[src/rtl/add_sub_pipe.sv]
// Elastic, pipelined add/subtract unit with overflow detection, optional
// saturation and STAGES valid/ready register stages (no bubbles, order kept).
module add_sub_pipe #(
  parameter int unsigned WIDTH  = 8,
  parameter int unsigned STAGES = 2,
  parameter bit          SIGNED = 1'b0
) (
  input  logic             i_clk,
  input  logic             i_rst_n,
  input  logic             i_valid,
  output logic             o_ready,
  input  logic [WIDTH-1:0] i_a,
  input  logic [WIDTH-1:0] i_b,
  input  logic             i_sub,
  input  logic             i_sat,
  output logic             o_valid,
  input  logic             i_ready,
  output logic [WIDTH:0]   o_sum,
  output logic             o_ovf
);

  localparam int unsigned RW   = WIDTH + 1;
  localparam int unsigned LAST = STAGES - 1;

  logic [RW-1:0]     a_ext;
  logic [RW-1:0]     b_ext;
  logic [RW-1:0]     raw;
  logic [RW-1:0]     res;
  logic              ovf;

  logic [STAGES-1:0] vld_q;
  logic [RW-1:0]     sum_q [STAGES];
  logic [STAGES-1:0] ovf_q;

  logic [STAGES-1:0] adv;
  logic [STAGES-1:0] load;
  logic              room;

  logic [STAGES-1:0] src_vld;
  logic [RW-1:0]     src_sum [STAGES];
  logic [STAGES-1:0] src_ovf;

  // Extend operands, add or subtract, flag overflow and clamp when asked
  always_comb begin
    a_ext = {(SIGNED ? i_a[WIDTH-1] : 1'b0), i_a};
    b_ext = {(SIGNED ? i_b[WIDTH-1] : 1'b0), i_b};
    raw   = i_sub ? (a_ext - b_ext) : (a_ext + b_ext);
    if (SIGNED) begin
      ovf = raw[WIDTH] ^ raw[WIDTH-1];
    end else begin
      // Unsigned: carry out on add, borrow (A<B) on sub both land in the top bit
      ovf = raw[WIDTH];
    end
    res = raw;
    if (i_sat && ovf) begin
      if (SIGNED) begin
        res = raw[WIDTH] ? {2'b11, {(WIDTH-1){1'b0}}} : {2'b00, {(WIDTH-1){1'b1}}};
      end else begin
        res = i_sub ? '0 : {1'b0, {WIDTH{1'b1}}};
      end
    end
  end

  // Advance/load enables resolved from the output end back to the input
  always_comb begin
    adv  = '0;
    load = '0;
    room = i_ready;
    for (int k = int'(STAGES) - 1; k >= 0; k--) begin
      adv[k]  = vld_q[k] & room;
      load[k] = ~vld_q[k] | adv[k];
      room    = load[k];
    end
  end

  // Source of each stage: the arithmetic result for stage 0, the previous stage otherwise
  always_comb begin
    src_vld    = '0;
    src_ovf    = '0;
    src_vld[0] = i_valid;
    src_sum[0] = res;
    src_ovf[0] = ovf;
    for (int k = 1; k < int'(STAGES); k++) begin
      src_vld[k] = vld_q[k-1];
      src_sum[k] = sum_q[k-1];
      src_ovf[k] = ovf_q[k-1];
    end
  end

  // Stage registers; payload is only captured from a valid source so idle data never leaks out
  always_ff @(posedge i_clk or negedge i_rst_n) begin
    if (!i_rst_n) begin
      vld_q <= '0;
      ovf_q <= '0;
      for (int k = 0; k < int'(STAGES); k++) begin
        sum_q[k] <= '0;
      end
    end else begin
      for (int k = 0; k < int'(STAGES); k++) begin
        if (load[k]) begin
          vld_q[k] <= src_vld[k];
          if (src_vld[k]) begin
            sum_q[k] <= src_sum[k];
            ovf_q[k] <= src_ovf[k];
          end
        end
      end
    end
  end

  assign o_ready = load[0];
  assign o_valid = vld_q[LAST];
  assign o_sum   = sum_q[LAST];
  assign o_ovf   = ovf_q[LAST];

endmodule

[config.mk]
export PLATFORM = sky130hd
export DESIGN_NAME = add_sub_pipe
export DESIGN_NICKNAME = d
export VERILOG_FILES = /design/src/rtl/add_sub_pipe.sv
export SDC_FILE = /design/constraint.sdc
export NUM_CORES = 1
export LEC_CHECK = 0
export CORE_ASPECT_RATIO = 1.75
export CORE_MARGIN = 2
export CORE_UTILIZATION = 30
export DETAILED_ROUTE_END_ITERATION = 16
export PLACE_DENSITY = 0.62
export SYNTH_ARGS = -nofsm -noshare
export SYNTH_HDL_FRONTEND = slang
export SYNTH_SLANG_ARGS = --single-unit
[constraint.sdc]
create_clock -name i_clk -period 2.9 [get_ports i_clk]
set_input_delay 0.435 -clock i_clk [delete_from_list [all_inputs] [get_ports i_clk]]
set_output_delay 0.435 -clock i_clk [all_outputs]
set_load 0.05 [all_outputs]
== Word level (Yosys, flattened, before mapping) ==
Index checks and enable logic that the tools add are counted.

* Flip-flop bits (word level): 22
* Input bits: 22
* Logic and storage cells: 20

* Add/subtract/negate cells: 2
* Mux-type cells: 3
* Bitwise gates (word level): 6
* Reduce and logical (&&, ||, !) cells: 3

{| class="wikitable"
|+ Operator list
! cell !! count
|-
| 9-bit two-way mux || 2
|-
| 8-bit by 8-bit adder with 9-bit output || 1
|-
| 8-bit by 8-bit subtractor with 9-bit output || 1
|-
| 8-bit two-way mux || 1
|-
| 2-bit AND reduction || 2
|-
| 1-bit bitwise AND || 2
|-
| 1-bit inverter || 2
|-
| 1-bit OR || 2
|-
| 1-bit logical AND || 1
|}

== Logic depth before layout (Yosys ltp) ==
Gate-level depths: netlist (run 1).

* Word-level depth: 5
* Gate-level depth with buffers: 11
* Mapped depth without buffers: 11

== Least setup slack after synthesis (run 1) ==
No wires, ideal clock.

* Path type: in2reg
* Start: input port i_b[0]
* End: register sum_q (netlist bit src_sum[7])
* Setup time: 126 ps
* Arrival: 2453 ps
* Path slack: 321 ps
* Stages on the path: 11
* Cells stage by stage: inv_1 -> ha_1 -> nor2b_1 -> a21oi_1 -> xnor2_1 -> ha_1 -> nand2_1 -> o21ai_0 -> nor4b_4 -> o21a_2 -> a221o_1

* Longest elaborated chain between the ends: 4
* Elaborated cells between the ends (all ways): 5

{| class="wikitable"
|+ Ends and longest elaborated chain
! element !! line !! text
|-
| from (decl) || 13 || <nowiki>input logic [WIDTH-1:0] i_b,</nowiki>
|-
| 8-bit by 8-bit adder with 9-bit output or 8-bit by 8-bit subtractor with 9-bit output (tied branches) || 47 || <nowiki>raw = i_sub ? (a_ext - b_ext) : (a_ext + b_ext);</nowiki>
|-
| 9-bit two-way mux (*) || 47 ||
|-
| 1-bit logical AND || 55 || <nowiki>if (i_sat && ovf) begin</nowiki>
|-
| 9-bit two-way mux (*) || 55 ||
|-
| to (signal, indexed assignment) || 103 || <nowiki>sum_q[k] <= src_sum[k];</nowiki>
|-
| to (decl) || 32 || <nowiki>logic [RW-1:0] sum_q [STAGES];</nowiki>
|}

Every way passes the cells marked *; elsewhere a longest branch is shown, timed or not.
A chain may end at the register's enable or synchronous reset.

== Worst setup path after layout (run 1) ==
* Start: input port i_b[2]
* End: register sum_q (netlist bit src_sum[5])

Same word-level chain as after synthesis.

==> results of run 1 <==
Yosys cell counts, drive strengths merged (2+ instances only):
| master | count | area share (%) |
|---|---|---|
| dfrtp | 22 | 41 |
| mux2 | 10 | 8.4 |
| ha | 9 | 8.4 |
| xnor2 | 9 | 5.8 |
| a21oi | 8 | 3.0 |
| a221o | 8 | 5.9 |
| inv | 7 | 2.0 |
| nand2 | 6 | 1.7 |
| nor2 | 6 | 1.7 |
| nand2b | 4 | 1.9 |
| nor3 | 4 | 1.9 |
| xor2 | 4 | 2.6 |
| o21ai | 3 | 1.1 |
| a31oi | 2 | 1.4 |
| clkbuf | 2 | 0.56 |
| nand3b | 2 | 1.1 |
| nor2b | 2 | 0.93 |
| o21a | 2 | 1.2 |
stage by stage:
stage          cells  utilization [%]
3_3_place_gp     227             43.9
4_1_cts          231             45.5
2_1_floorplan    121                -
6_report         231             46.0
5_1_grt          231             46.0
3_5_place_dp     227             43.9
how the worst max path moves through the flow:
stage	start	endpoint	slack (ns)
after global placement	i_b[0]	src_sum[5]$_DFFE_PN0P_	-0.29
after floorplan	i_b[0]	src_sum[7]$_DFFE_PN0P_	0.32
final	i_b[2]	src_sum[5]$_DFFE_PN0P_	0.11
after detailed placement	i_b[1]	src_sum[6]$_DFFE_PN0P_	-0.41
after global routing	i_b[2]	src_sum[7]$_DFFE_PN0P_	-0.007
after CTS	i_b[1]	src_sum[5]$_DFFE_PN0P_	0.003
power by group through the flow:
stage | clock network (mW) | registers, mW | logic [mW]
final | 0.212 | 0.453 | 0.667
after CTS | 0.219 | 0.455 | 0.671
after global routing | 0.232 | 0.468 | 0.709
after floorplan | 0 | 0.648 | 0.219
after global placement | 0 | 0.458 | 0.649
after detailed placement | 0 | 0.461 | 0.663
final cells by class:
class	count	area, um2	area share (%)
Clock buffer	4	55.1	2.74
Sequential cell	22	551	27.4
Timing Repair Buffer	57	518	25.8
Multi-Input combinational cell	90	795	39.6
Tap cell	51	63.8	3.18
Inverter	7	26.3	1.31
flip-flops by register name, summed over array words and instances, names as in the netlist:
register and count:
o_sum 9, vld_q 2, ovf_q 2, src_sum 9
timing repair:
action / in CTS / in global routing
setup buffers: 0 / 0
gates cloned: 0 / 0
setup endpoints to repair: 8 / 8
resized for setup: 4 / 7
pin swaps: 0 / 7
cell usage in the layout (no fill, tap or decap), types with 2 or more instances in the layout:
cell,count
a21oi_1,4
a21oi_2,4
a221o_1,8
buf_4,24
clkbuf_8,4
clkdlybuf4s50_1,30
dfrtp_1,22
dlymetal6s2s_1,3
ha_1,9
inv_1,7
mux2_2,10
nand2_1,6
nand2b_1,4
nand3b_1,2
nor2_1,6
nor3_1,3
o21ai_0,2
xnor2_1,9
xor2_1,4
routing by layer:
| layer | GRT usage, % | vias up |
|---|---|---|
| met1 | 10.4 | 555 |
| met3 | 0.806 | 10 |
| met2 | 25.8 | 36 |
| met5 | 0 | - |
| met4 | 9.17 | 0 |
| li1 | - | 558 |
critical path, cell delays in order:
cell and delay (ns):
clkdlybuf4s50_1 0.43, nor3_1 0.19, buf_4 0.15, a21oi_1 0.07, xnor2_1 0.13, ha_1 0.32, a21oi_2 0.20, o21ai_1 0.15
o211a_1 0.30, o21a_2 0.28, a221o_1 0.27
cell families (layout without fill, tap and decap cells):
logic type / Yosys count / count (layout) / share of synthesized area (%)
flops: 22 / 22 / 40.9
xor+xnor: 13 / 13 / 8.45
buf+inv: 9 / 68 / 2.51
fa+ha+maj: 10 / 10 / 9.84
mux: 11 / 11 / 9.10
compound gates: 27 / 27 / 15.5
simple gates: 29 / 29 / 13.7
==> summary.md, run 1 <==
| Metric | Value |
|---|---|
| Slew @ Worst Pin | 0.925 ns |
| DR DRC count | 0 |
| LEAKAGE | 0.907 nW |
| Final ANT Viol Nets | 0 |
| Antenna violations before repair | 0 |
| Flop pwr share | 34.0% |
| Setup ws final | 0.110 ns |
| MaxCap Viol Count | 0 |
| Min Tclk post-route | 2.79 ns |
| Full die area | 5070 um2 |
| Drt first-iter violations | 13 |
| Filler cells | 414 |
| CP Launch Type | input port |
| Design area | 2010 um2 |
| CTS tree | built |
| Placed cell areas | 1910 um2 |
| Unique cell type count in the Yosys netlist | 32 |
| Worst-skew pair later-pin latency | 0.26 ns |
| # diodes | 0 |
| GRT Total Usage | 13.0% |
| Final setup viols | 0 |
| Post-synthesis instance area | 1350 um2 |
| Setup TNS | 0 ns |
| Fmax | 0.358 GHz |
| Largest net degree at the start of global routing | 23 |
| Port Buffer Count | 33 |
| Vias/cell | 5.02 |
| Worst Path Required | 3.04 ns |
| Hold Path Depth | 2 |
| Worst r2r src | vld_q[0]$_DFFE_PN0N_ |
| Min-delay src | src_sum[8]$_DFFE_PN0P_ |
| Die span in y | 92.7 um |
| Initial Util | 30.9% |
| DP Wirelength | 2640 um |
| Syn avg cell area | 11.1 um2 |
| Pwr dens | 664 nW/um2 |
| H-tree levels | 1 |
| Async SR Flop Fraction | 100% |
| Worst slew margin | 38.2% |
| Routed wl met2 | 1830 um |
| Root buffer cell | clkbuf_8 |
| Most used DFF post-synth | dfrtp_1 |
| Switching Fraction | 38.6% |
| Seq cells post-synth | 22 |
| Peak supply drop | 395 uV |
| Wire per inst | 13.2 um |
| Min-Delay Endpoint | src_sum[8]$_DFFE_PN0P_ |
| Critical path arrival | 2.93 ns |
| Area Growth Syn to Fin | 49.0% |
| Via count | 1159 |
| Clk network pwr share | 15.9% |
| Comb power frac | 50.1% |
| Hold WC Path Type | reg2reg |
| Reg2Reg Setup Slack | 1.35 ns |
| Int Power | 0.818 mW |
| FP Rows | 32 |
| Final Routed Wirelength | 3050 um |
| Place WS | -0.409 ns |
| Core area | 4360 um2 |
| Crit Path Class | in2reg |
| Element type at the critical path end | register |
| Status | finished, final reports clean |
| Uppermost routed layer | met4 |
| Reg-to-reg endpoint | src_sum[5]$_DFFE_PN0P_ |
| NetSw | 0.515 mW |
| Pre-Repair DR Iteration Count | 4 |
| Cells on worst reg2reg path | 5 |
| IO Pins | 34 |
| Vias in the first global route | 1237 |
| Final Hold Violating Endpoints | 0 |
| Post-synth net total | 153 |
| Mapped Cells | 121 |
| CTS Buffer Depth | 2 |
| Layout Skew | 0.000676 ns |
| TritonCTS sink count | 22 |
| Wire length on met3 | 103 um |
| Hold Buf Count CTS | 0 |
| Synth warnings | 0 |
| Post-synth EDFFs | 0 |
| Hold slack | 0.474 ns |
| Register area share after synthesis | 40.9% |
| First-pass GRT wire length | 4840 um |
| Worst Path Max Fanout | 8 |
| Final net count | 213 |
| Clock transition at path regs | 0.07 ns |
| Share of post-route cells with drive strength above 1 | 27.8% |
| Num CTS Buffers | 3 |
| Gpl congestion | 0.875 |
| Period utilization | 96.2% |
| Final Max Tran Viols | 0 |
| Chip width | 54.7 um |
| Wire length on met1 | 967 um |
| Total power | 1.33 mW |
| Grt ovf | 0 |
(Power assumes the default switching activity.)
==> run 2: changes to the inputs <==
CAP_MARGIN = 10   (was unset)
HOLD_SLACK_MARGIN = 0.03   (was unset)
==> results of run 2 <==
No change in the layout: final DEF, timing and power equal those of run 1.
